--- src/rtl/div_ctrl_pkg.sv ---
// Shared definitions for the divider issue controller: FSM encoding, defaults, helpers.
// Pure package; no timing or flow control of its own.
package div_ctrl_pkg;

  localparam logic [1:0] ST_IDLE  = 2'd0;
  localparam logic [1:0] ST_RUN   = 2'd1;
  localparam logic [1:0] ST_WB    = 2'd2;
  localparam logic [1:0] ST_DRAIN = 2'd3;

  localparam int TAGW_DEF    = 4;
  localparam int DIV_LATENCY = 23;

  // Round-robin successor: slot after idx, wrapping at n.
  function automatic int rr_next(input int idx, input int n);
    return (idx + 1 >= n) ? 0 : idx + 1;
  endfunction

endpackage

--- src/rtl/rr_arbiter.sv ---
// Combinational round-robin arbiter: first asserted request at or above ptr_i, with wrap.
// Zero latency; no backpressure, the caller gates grant_o when it cannot accept.
module rr_arbiter #(
  parameter int NREQ = 3,
  parameter int PW   = $clog2(NREQ)
) (
  input  logic [NREQ-1:0] req_i,
  input  logic [PW-1:0]   ptr_i,
  output logic [NREQ-1:0] grant_o,
  output logic [PW-1:0]   idx_o,
  output logic            vld_o
);

  int unsigned cand;

  always_comb begin
    grant_o = '0;
    idx_o   = '0;
    vld_o   = 1'b0;
    cand    = 0;
    for (int i = 0; i < NREQ; i++) begin
      cand = (int'(ptr_i) + i) % NREQ;
      if (!vld_o && req_i[cand]) begin
        vld_o         = 1'b1;
        grant_o[cand] = 1'b1;
        idx_o         = PW'(cand);
      end
    end
  end

endmodule

--- src/rtl/div_issue_ctrl.sv ---
// Issues one RS divide at a time to the shared divider, holds operands until div_done, then drives the CDB.
// Grant is combinational in IDLE; the result waits in WB until cdb_ready; flush squashes, timeout sets sticky err.
module div_issue_ctrl
  import div_ctrl_pkg::*;
#(
  parameter int NREQ    = 3,
  parameter int TAGW    = TAGW_DEF,
  parameter int TIMEOUT = 64
) (
  input  logic                 clk,
  input  logic                 rst_n,
  input  logic [NREQ-1:0]      req_valid,
  input  logic [NREQ*32-1:0]   req_a,
  input  logic [NREQ*32-1:0]   req_b,
  input  logic [NREQ*TAGW-1:0] req_tag,
  output logic [NREQ-1:0]      req_grant,
  output logic                 div_in_valid,
  output logic [31:0]          div_a,
  output logic [31:0]          div_b,
  input  logic                 div_done,
  input  logic [31:0]          div_res,
  output logic                 cdb_valid,
  output logic [TAGW-1:0]      cdb_tag,
  output logic [31:0]          cdb_data,
  input  logic                 cdb_ready,
  input  logic                 flush,
  output logic                 busy,
  output logic                 err
);

  localparam int PW = $clog2(NREQ);
  localparam int CW = $clog2(TIMEOUT);

  logic [1:0]      state_q, state_d;
  logic [PW-1:0]   rr_ptr_q, rr_ptr_d;
  logic [CW-1:0]   cnt_q, cnt_d;
  logic            err_q, err_d;
  logic            div_in_valid_q, div_in_valid_d;
  logic [31:0]     div_a_q, div_a_d;
  logic [31:0]     div_b_q, div_b_d;
  logic [TAGW-1:0] tag_q, tag_d;
  logic            cdb_valid_q, cdb_valid_d;
  logic [TAGW-1:0] cdb_tag_q, cdb_tag_d;
  logic [31:0]     cdb_data_q, cdb_data_d;

  logic [NREQ-1:0] arb_grant;
  logic [PW-1:0]   arb_idx;
  logic            arb_vld;
  logic            grant_en;
  logic            timeout;

  rr_arbiter #(
    .NREQ (NREQ),
    .PW   (PW)
  ) u_arb (
    .req_i   (req_valid),
    .ptr_i   (rr_ptr_q),
    .grant_o (arb_grant),
    .idx_o   (arb_idx),
    .vld_o   (arb_vld)
  );

  assign grant_en  = rst_n && !flush && (state_q == ST_IDLE);
  assign req_grant = grant_en ? arb_grant : '0;
  assign timeout   = (cnt_q == CW'(TIMEOUT - 1));

  always_comb begin
    state_d        = state_q;
    rr_ptr_d       = rr_ptr_q;
    cnt_d          = cnt_q;
    err_d          = err_q;
    div_in_valid_d = div_in_valid_q;
    div_a_d        = div_a_q;
    div_b_d        = div_b_q;
    tag_d          = tag_q;
    cdb_valid_d    = cdb_valid_q;
    cdb_tag_d      = cdb_tag_q;
    cdb_data_d     = cdb_data_q;
    case (state_q)
      ST_IDLE: begin
        if (grant_en && arb_vld) begin
          div_a_d        = req_a[32*arb_idx +: 32];
          div_b_d        = req_b[32*arb_idx +: 32];
          tag_d          = req_tag[TAGW*arb_idx +: TAGW];
          div_in_valid_d = 1'b1;
          cnt_d          = '0;
          rr_ptr_d       = PW'(rr_next(int'(arb_idx), NREQ));
          state_d        = ST_RUN;
        end
      end
      ST_RUN: begin
        cnt_d = cnt_q + 1'b1;
        // A flush that coincides with completion drops the result outright.
        if (div_done && flush) begin
          div_in_valid_d = 1'b0;
          state_d        = ST_IDLE;
        end else if (div_done) begin
          cdb_valid_d    = 1'b1;
          cdb_tag_d      = tag_q;
          cdb_data_d     = div_res;
          div_in_valid_d = 1'b0;
          state_d        = ST_WB;
        end else if (timeout) begin
          err_d          = 1'b1;
          div_in_valid_d = 1'b0;
          state_d        = ST_IDLE;
        end else if (flush) begin
          div_in_valid_d = 1'b0;
          state_d        = ST_DRAIN;
        end
      end
      ST_DRAIN: begin
        cnt_d = cnt_q + 1'b1;
        if (div_done) begin
          state_d = ST_IDLE;
        end else if (timeout) begin
          err_d   = 1'b1;
          state_d = ST_IDLE;
        end
      end
      ST_WB: begin
        if (flush || cdb_ready) begin
          cdb_valid_d = 1'b0;
          state_d     = ST_IDLE;
        end
      end
      default: state_d = ST_IDLE;
    endcase
  end

  always_ff @(posedge clk) begin
    if (!rst_n) begin
      state_q        <= ST_IDLE;
      rr_ptr_q       <= '0;
      cnt_q          <= '0;
      err_q          <= 1'b0;
      div_in_valid_q <= 1'b0;
      div_a_q        <= '0;
      div_b_q        <= '0;
      tag_q          <= '0;
      cdb_valid_q    <= 1'b0;
      cdb_tag_q      <= '0;
      cdb_data_q     <= '0;
    end else begin
      state_q        <= state_d;
      rr_ptr_q       <= rr_ptr_d;
      cnt_q          <= cnt_d;
      err_q          <= err_d;
      div_in_valid_q <= div_in_valid_d;
      div_a_q        <= div_a_d;
      div_b_q        <= div_b_d;
      tag_q          <= tag_d;
      cdb_valid_q    <= cdb_valid_d;
      cdb_tag_q      <= cdb_tag_d;
      cdb_data_q     <= cdb_data_d;
    end
  end

  assign div_in_valid = div_in_valid_q;
  assign div_a        = div_a_q;
  assign div_b        = div_b_q;
  assign cdb_valid    = cdb_valid_q;
  assign cdb_tag      = cdb_tag_q;
  assign cdb_data     = cdb_data_q;
  assign busy         = (state_q != ST_IDLE);
  assign err          = err_q;

endmodule
--- config.mk ---
export PLATFORM = sky130hd
export DESIGN_NAME = div_issue_ctrl
export DESIGN_NICKNAME = d
export VERILOG_FILES = /design/src/rtl/div_ctrl_pkg.sv /design/src/rtl/rr_arbiter.sv /design/src/rtl/div_issue_ctrl.sv
export SDC_FILE = /design/constraint.sdc
export NUM_CORES = 1
export LEC_CHECK = 0
export ABC_AREA = 1
export CORE_AREA = 2 2 137 139
export CTS_CLUSTER_DIAMETER = 80
export DETAILED_ROUTE_END_ITERATION = 8
export DIE_AREA = 0 0 139 141
export GPL_TIMING_DRIVEN = 0
export HOLD_SLACK_MARGIN = 0.06
export MAX_ROUTING_LAYER = met4
export PLACE_DENSITY = 0.71
export SYNTH_ARGS = -nofsm -noshare
export SYNTH_HDL_FRONTEND = slang
export SYNTH_SLANG_ARGS = --single-unit
--- constraint.sdc ---
create_clock -name clk -period 4.7 [get_ports clk]
set_clock_uncertainty 0.1 [all_clocks]
set_input_delay 1.41 -clock clk [delete_from_list [all_inputs] [get_ports clk]]
set_output_delay 1.41 -clock clk [all_outputs]
set_load 0.01 [all_outputs]
-- After elaboration in Yosys (flattened, before gate mapping)
Index checks and enable logic that the tools add are counted.
- add/sub/neg operators: 4
- divide/modulo/power cells: 3
- magnitude comparators: 7
- equality and inequality tests: 10
- shifts and indexed selects: 3
- muxes and demuxes: 48
- bitwise logic cells: 3
- reductions and logical operators: 27
- operator list (operator ; count):
    indexed part select 96 x 8 -> 32 bit ; 2
    greater-or-equal comparator 32 x 1 -> 1 bit, second input constant ; 3
    less-than comparator 32 x 3 -> 1 bit, second input constant ; 3
    modulo 32 x 3 -> 32 bit, second input constant ; 2
    modulo 3 x 3 -> 32 bit, second input constant ; 1
    two-way mux 2 bit ; 12
    two-way mux 1 bit ; 20
    two-way mux 3 bit ; 4
    case mux 6 bit (2 select lines) ; 1
    indexed part select 12 x 5 -> 4 bit ; 1
    nonzero test 2 bit ; 5
    logical AND 1 bit ; 9
    case mux 2 bit (4 select lines) ; 1
    AND reduction 4 bit ; 2
    adder 2 x 1 -> 3 bit, second input constant ; 2
    adder 6 x 1 -> 6 bit, second input constant ; 1
    binary-select mux 1 bit (select 2 bit) ; 3
    demux 1 bit (select 2 bit) ; 3
    equality test 6 bit, second input constant ; 1
    two-way mux 6 bit ; 1
    inequality test 2 bit, second input constant ; 3
    bitwise OR 3 bit ; 2
    case mux 1 bit (2 select lines) ; 3
    AND reduction 2 bit ; 3
    other kinds (13) ; 17
- register bits: 117
- bits of input ports: 244
- output and inout port bits: 107
- logic and storage cells: 116

-- Logic depth before layout (Yosys ltp)
Gate-level depths: netlist of the first run.
- depth after elaboration: 13
- depth in mapped cells: 15
- depth with buffers taken out: 13

-- Hierarchy
Synthesis of the first run repeated with hierarchy kept, for this count alone.
- cells, all modules: 725
- area, all modules: 5549.1 sq um
- modules (own cells, without submodules) (module ; times used ; cells an instance ; area an instance (sq um) ; seq. area each (sq um)):
    div_issue_ctrl ; 1 ; 664 ; 5228.8 ; 2342.2
    rr_arbiter ; 1 ; 61 ; 320.3 ; 0.0

-- Worst setup path before layout of the first run
Ideal clock, no wire load.
- path kind: input to output
- start: input req_valid[1]
- end: output req_grant[1]
- arrival time: 2.359 ns
- data required time: 3.190 ns
- path slack: 0.831 ns
- stages on the path: 8
- path buffers: 1
- cells stage by stage: nand2_1 -> nand3_2 -> nand2_4 -> nand2_2 -> nand2_1 -> nand2_2 -> clkbuf_1 -> a21oi_1
- cells in the longest elaborated chain, start to end: 10
- elaborated cells between the ends (all ways): 18
- classes of those cells: 12 x mux; 2 x bitwise; 4 x reduce/logical
- RTL lines (element ; line ; RTL):
    from (decl) ; div_issue_ctrl.sv:12 ; input logic [NREQ-1:0] req_valid,
    binary-select mux 1 bit (select 2 bit) ; rr_arbiter.sv:23 ; if (!vld_o && req_i[cand]) begin
    two-way mux 1 bit (not written as such) ; rr_arbiter.sv:23 ;
    two-way mux 1 bit ; rr_arbiter.sv:23 ;
    logical NOT 1 bit ; rr_arbiter.sv:23 ;
    logical AND 1 bit ; rr_arbiter.sv:23 ;
    two-way mux 1 bit ; rr_arbiter.sv:23 ;
    logical NOT 1 bit ; rr_arbiter.sv:23 ;
    logical AND 1 bit ; rr_arbiter.sv:23 ;
    two-way mux 3 bit (*) ; rr_arbiter.sv:23 ;
    two-way mux 3 bit (*) ; div_issue_ctrl.sv:64 ; assign req_grant = grant_en ? arb_grant : '0;
    to (decl) ; div_issue_ctrl.sv:16 ; output logic [NREQ-1:0] req_grant,
Mark *: on every way between the ends. The rest lies on a longest branch, timed or not. The select of a mux whose other input is x is not followed.

-- Worst setup path in the final report of the first run
- start: input req_valid[2]
- end: output req_grant[0]
Same word-level chain as after synthesis.

==> results of run 1 <==
stage by stage:
step / worst slack [ns] / setup TNS [ns] / hold slack (ns)
floorplan: 0.831 / 0 / 0.330
global placement: -0.494 / -0.584 / 0.341
detailed placement: -0.481 / -0.581 / 0.355
CTS: 0.105 / 0 / 0.366
global route: 0.0717 / 0 / 0.381
finish: 0.214 / 0 / 0.365
cell type report:
cell class              count  area, sq um  area share, %
multi-input cells         626         3010           28.1
repair buffers            350         3500           32.7
clock inverters            12          178           1.66
inverters                 162          608           5.69
well taps                 234          293           2.74
flip-flops and latches    117         2340           21.9
plain buffers              68          324           3.03
clock buffers              20          447           4.18
power groups by stage:
stage                     Clock, mW  Sequential, mW  Combinational (mW)
after CTS                      1.42            1.14                1.35
final                          1.40            1.14                1.35
after global placement            0            1.16                1.33
after global routing           1.46            1.15                1.48
after floorplan                   0            1.19               0.686
after detailed placement          0            1.16                1.34
sequential cells by signal, indices dropped and copies added (netlist names):
signal        cells
cdb_data         32
cdb_tag           4
cdb_valid         1
cnt_q             6
div_a            32
div_b            32
div_in_valid      1
err               1
rr_ptr_q          2
state_q           2
tag_q             4
worst min-delay path, delay by kind of cell (launching register included):
family | cells | cell delay (ns)
DFF | 1 | 0.32
and+or+nand+nor | 2 | 0.12
cell families (layout without fill, tap and decap cells):
logic type                 count (synthesis)  after routing
buffers and inverters                    231            612
and+or+nand+nor                          355            355
adders and majority gates                  5              5
AOI/OAI and AO/OA                        266            266
DFF                                      117            117
worst paths after layout:
path / startpoint / endpoint / slack (ns) / depth (start not counted)
setup reg to reg: rr_ptr_q[0]$_SDFFE_PN0P_ / div_b[22]$_SDFFE_PN0P_ / 2.01 / 14
hold / removal: div_in_valid$_SDFFE_PN0P_ / div_in_valid$_SDFFE_PN0P_ / 0.37 / 2
setup / recovery: req_valid[2] / req_grant[0] / 0.21 / 9
hold reg to reg: div_in_valid$_SDFFE_PN0P_ / div_in_valid$_SDFFE_PN0P_ / 0.37 / 2
cell usage after synthesis:
library cell / count / area share [%]
inv_1: 156 / 9.3
nand3_2: 1 / 0.16
buf_1: 2 / 0.12
buf_6: 1 / 0.18
ha_1: 5 / 1.0
dfxtp_1: 117 / 37
o21ai_4: 1 / 0.26
buf_2: 34 / 2.7
inv_2: 6 / 0.36
nor2_2: 1 / 0.10
o22ai_1: 2 / 0.20
nor3_1: 1 / 0.080
a21oi_1: 148 / 12
o21ai_1: 68 / 5.4
o21ai_0: 43 / 3.4
a31oi_1: 2 / 0.20
nand2_2: 5 / 0.50
nand3_1: 154 / 12
nor2_1: 85 / 5.1
nand2_4: 1 / 0.18
buf_4: 5 / 0.60
nand4_2: 1 / 0.20
o31ai_1: 1 / 0.12
nor3_4: 1 / 0.26
a211oi_1: 1 / 0.12
nand4_1: 1 / 0.10
nand2_1: 103 / 6.2
nor3_2: 1 / 0.16
clkbuf_1: 27 / 1.6
metal layers:
| metal | up-vias | track usage [%] | share of wire [%] |
|---|---|---|---|
| li1 | 3904 | - | - |
| met1 | 3482 | 30.7 | 42 |
| met2 | 315 | 43.2 | 49 |
| met3 | 48 | 6.05 | 6.6 |
| met4 | 0 | 9.46 | 2.6 |
| met5 | - | - | 0 |
repair_timing:
action	in CTS	in global routing
gates resized for setup	5	2
hold buffers	0	0
setup endpoints to repair	3	1
==> key figures, run 1 <==
Setup path
  – Family with the most delay on the worst path: buffers and inverters
  – Worst path bufs/invs: 2
  – Crit. End Element: output pin
  – Startpoint Class: input pin
  – Cells along the critical path: clkdlybuf4s50_1 > nand2_1 > nand2_1 > nand2_4 > nand3_1 > o22ai_1 > a31oi_1 > nor2_1 > dlygate4sd2_1
  – Worst EP arrival: 2.98 ns
  – Worst Path Max Fanout: 10
  – Critical path class: in -> out
  – Slowest-stage cell, CP: clkdlybuf4s50_1
  – Most used cell, CP: nand2_1
  – Worst EP required: 3.19 ns
  – CP peak stage delay: 0.57 ns

Synth
  – Net Count, Synth: 1223
  – Main combinational cell family by area after synthesis: simple AND/OR/NAND/NOR gates
  – Syn. warnings: 0
  – Synth Area in Adders: 0.996%
  – Synth Cell Area: 6280 sq um
  – Post-Synth XOR/XNOR Area: 0%
  – Multiplexer share of the synthesized area: 0%
  – Post-synth cell types: 29
  – Post-Syn Instances: 974
  – Seq/Total Area, Yosys: 37.3%
  – Synth Area in Compound Gates: 21.5%
  – Post-synthesis register bit count: 117
  – Share of synthesized cell area in and, or, nand and nor gates: 25.2%
  – Post-Syn Area per Cell: 6.45 sq um

STA
  – Fin crit period: 4.49 ns
  – FMAX: 223 MHz
  – Final period util: 95.4%
  – Max Slew Vio Count: 0
  – Worst-Margin Slew: 0.589 ns
  – Final setup viols: 0
  – Final Hold Fails: 0
  – RSZ-0062 raised after global routing: no
  – Rel. slew slack: 60.7%

Power
  – Sw Pwr: 1.30 mW
  – Switching share of total power: 33.3%
  – Logic gate share of total power: 34.7%
  – P_int: 2.60 mW
  – Flop pwr share: 29.3%
  – Total power: 3.89 mW
  – Cell Pwr Density: 364 nW/um^2
  – Lkg Pwr: 4.89 nW
  – Clock power share: 36.0%
  – Peak VDD IR: 0.247 mV

Global routing
  – Gr ovfl total: 0
  – Initial antenna violation count: 0
  – Largest net degree at the start of global routing: 17
  – First-pass GRT wire length: 39100 um
  – GRT Util Overall: 25.9%
  – Vias in the first global route: 7441

CTS
  – Post-CTS setup buffer count: 0
  – Cts bufs inserted: 17
  – Clock sink count: 117
  – Reg clk slew, reported paths: 0.06 ns
  – CTS tree: built
  – CTS H-tree depth: 4
  – Clk buf depth: 2
  – CTS Root Cell: clkbuf_16
  – Clk Latency, worst-skew pair: 0.43 ns

Layout
  – Commonest non-fill, non-tap cell in the layout: clkdlybuf4s50_1
  – Final non-filler cell area: 10700 sq um
  – Layout cells sized above 1: 6.64%
  – Post-Layout Cell Count: 1589
  – Nets: 1591
  – Fillers: 1767
  – Antenna diode count: 0
  – Most frequent cells in the layout: 347 x clkdlybuf4s50_1, 156 x inv_1, 154 x nand3_1
  – Post-layout util: 58.5%
  – Synth-to-Final Area Change: 70.3%

Placement
  – Placed inst area: 10100 sq um
  – GP Congestion: 0.915
  – Half-perimeter wire length after placement: 19200 um
  – Port bufs: 350
  – Placed cell count: 1558

Flow run
  – Max-cap viol count: 0

Floorplanning
  – Starting Density: 34.4%
  – Die Area: 19600 sq um
  – Die Height: 141 um
  – Rows: 50
  – Core area: 18300 sq um
  – Die Wd: 139 um
  – Ports: 351

Routing
  – Pre-antenna DRT Iters: 4
  – Routed Wire Length: 25300 um
  – Vias after detailed routing: 7749
  – Per-cell routed wire length: 15.9 um
  – Via density: 4.88
  – Antenna-violating nets left: 0
  – Starting DRC count in detailed routing: 568
  – DRC viols: 0

Hold path
  – Min-delay worst type: reg -> reg

Outcome
  – Status: finished, final reports clean
Power figures use the tool's default switching activity.
==> inputs of run 2 (changes only) <==
--- a/config.mk
+++ b/config.mk
@@ -6,6 +6,7 @@
 export NUM_CORES = 1
 export LEC_CHECK = 0
 export ABC_AREA = 1
+export CAP_MARGIN = 30
 export CORE_AREA = 2 2 137 139
 export CTS_CLUSTER_DIAMETER = 80
 export DETAILED_ROUTE_END_ITERATION = 8
==> results of run 2 <==
The final DEF is identical to that of run 1; final timing and power are the same.
==> inputs of run 3 (changes only) <==
--- a/config.mk
+++ b/config.mk
@@ -7,14 +7,16 @@
 export LEC_CHECK = 0
 export ABC_AREA = 1
 export CAP_MARGIN = 30
-export CORE_AREA = 2 2 137 139
+export CELL_PAD_IN_SITES_DETAIL_PLACEMENT = 0
+export CELL_PAD_IN_SITES_GLOBAL_PLACEMENT = 1
+export CORE_MARGIN = 8
+export CORE_UTILIZATION = 27
 export CTS_CLUSTER_DIAMETER = 80
 export DETAILED_ROUTE_END_ITERATION = 8
-export DIE_AREA = 0 0 139 141
 export GPL_TIMING_DRIVEN = 0
 export HOLD_SLACK_MARGIN = 0.06
 export MAX_ROUTING_LAYER = met4
-export PLACE_DENSITY = 0.71
+export PLACE_DENSITY = 0.82
 export SYNTH_ARGS = -nofsm -noshare
 export SYNTH_HDL_FRONTEND = slang
 export SYNTH_SLANG_ARGS = --single-unit
==> run 3 against run 2 <==
Compared with the run above:
- combinational power is essentially flat
- worst hold slack lost 0.0066 ns
- setup slack lost 0.096 ns
- wire length grew 13%
- sequential share of layout area shrank 0.13 points
- final area grew 0.58%
- core utilization shrank 12 points
- die area grew 45%
- clock-buffer cell count shrank 3
- critical endpoint unchanged
- largest cell class unchanged
==> key figures, run 3 (same netlist as run 1, synthesis figures left out) <==
Outcome
  – Status: finished, final reports clean

Floorplanning
  – Die Wd: 168 um
  – Core area: 23100 sq um
  – Starting Density: 27.2%
  – Die Height: 168 um
  – Ports: 351
  – Rows: 56
  – Die Area: 28400 sq um

CTS
  – Reg clk slew, reported paths: 0.07 ns
  – Clock sink count: 117
  – Clk buf depth: 2
  – CTS H-tree depth: 4
  – CTS tree: built
  – Cts bufs inserted: 17
  – Clk Latency, worst-skew pair: 0.42 ns
  – Post-CTS setup buffer count: 0
  – CTS Root Cell: clkbuf_16

Power
  – Lkg Pwr: 4.89 nW
  – Cell Pwr Density: 363 nW/um^2
  – Clock power share: 35.8%
  – Peak VDD IR: 0.185 mV
  – Switching share of total power: 34.8%
  – Logic gate share of total power: 35.0%
  – P_int: 2.54 mW
  – Sw Pwr: 1.36 mW
  – Flop pwr share: 29.2%
  – Total power: 3.90 mW

Routing
  – Via density: 4.66
  – Starting DRC count in detailed routing: 426
  – Per-cell routed wire length: 17.3 um
  – M1 WL: 12400 um
  – Met3 wire length: 1900 um
  – Vias after detailed routing: 7666
  – DRC viols: 0
  – Antenna-violating nets left: 0
  – Routed wl met2: 13800 um
  – Top sig layer: met4
  – Pre-antenna DRT Iters: 5
  – Routed Wire Length: 28500 um

Flow run
  – Max-cap viol count: 0

Placement
  – GP Congestion: 0.886
  – Half-perimeter wire length after placement: 22100 um
  – Placed cell count: 1614
  – Port bufs: 350
  – Place WS: -0.602 ns

Global routing
  – Gr ovfl total: 0
  – Vias in the first global route: 7816
  – Initial antenna violation count: 0
  – GRT Util Overall: 20.4%
  – Largest net degree at the start of global routing: 17
  – First-pass GRT wire length: 44000 um

Layout
  – Most frequent cells in the layout: 347 x clkdlybuf4s50_1, 156 x inv_1, 154 x nand3_1
  – Synth-to-Final Area Change: 71.3%
  – Nets: 1591
  – Post-Layout Cell Count: 1645
  – Commonest non-fill, non-tap cell in the layout: clkdlybuf4s50_1
  – Fillers: 2394
  – Antenna diode count: 0
  – Layout cells sized above 1: 6.72%

STA
  – Hold WS: 0.359 ns
  – Fin worst setup slack: 0.118 ns
  – Final setup viols: 0
  – FMAX: 218 MHz
  – Worst-Margin Slew: 0.674 ns
  – Rel. slew slack: 55.1%
  – Max Slew Vio Count: 0
  – Final period util: 97.5%
  – RSZ-0062 raised after global routing: no
  – Fin crit period: 4.58 ns
  – Final Hold Fails: 0

Setup path
  – Worst Path Max Fanout: 5
  – Worst EP required: 3.19 ns
  – Crit. End Element: output pin
  – Startpoint Class: input pin
  – Worst EP arrival: 3.07 ns
  – Critical path class: in -> out

Hold path
  – Min-delay worst type: reg -> reg
==> run 3: critical path, stage by stage <==
cell and delay (ns):
clkdlybuf4s50_1 0.59, nand3_1 0.11, nand2_1 0.19, nand3_1 0.12, o22ai_1 0.13, a31oi_1 0.06, nor2_1 0.13, dlygate4sd2_1 0.34
==> run 3: path summary, 6_finish.rpt <==
check	slack [ns]	cells after the start	endpoint	start
hold reg to reg	0.36	2	err$_SDFFE_PN0P_	err$_SDFFE_PN0P_
setup reg to reg	1.99	14	div_b[23]$_SDFFE_PN0P_	rr_ptr_q[0]$_SDFFE_PN0P_
hold / removal	0.36	2	err$_SDFFE_PN0P_	err$_SDFFE_PN0P_
setup / recovery	0.12	8	req_grant[0]	req_valid[2]
==> run 3: power groups by stage <==
| stage | clock network, mW | registers (mW) | logic (mW) |
|---|---|---|---|
| after floorplan | 0 | 1.19 | 0.686 |
| after global placement | 0 | 1.16 | 1.37 |
| after detailed placement | 0 | 1.16 | 1.37 |
| after CTS | 1.42 | 1.14 | 1.37 |
| after global routing | 1.47 | 1.15 | 1.49 |
| final | 1.40 | 1.14 | 1.37 |
==> run 3: stage by stage <==
stage / TNS, ns / utilization (%) / area (sq um)
2_1_floorplan: 0 / - / 6280
3_3_place_gp: -0.811 / 43.9 / 10100
3_5_place_dp: -0.861 / 43.9 / 10100
4_1_cts: 0 / 46.5 / 10800
5_1_grt: 0 / 46.5 / 10800
6_report: 0 / 46.5 / 10800
==> run 3: repair_timing <==
item,4_1_cts,5_1_grt
hold buffers,0,0
pin swaps,0,0
gates resized for setup,4,2
setup endpoints to repair,3,1
==> run 3: final cells by class <==
class | instances | area (sq um) | share of cell area [%]
tap | 290 | 363 | 3.37
clock buffer | 17 | 425 | 3.95
timing repair buffer | 350 | 3500 | 32.5
multi-input combinational | 626 | 3010 | 27.9
clock inverter | 15 | 194 | 1.80
sequential | 117 | 2340 | 21.8
inverter | 162 | 608 | 5.65
buffer | 68 | 324 | 3.01
==> run 3: metal layers <==
layer	track usage (%)	vias up
li1	-	3906
met1	24.4	3477
met2	33.7	260
met3	5.52	23
met4	5.05	0
met5	-	-
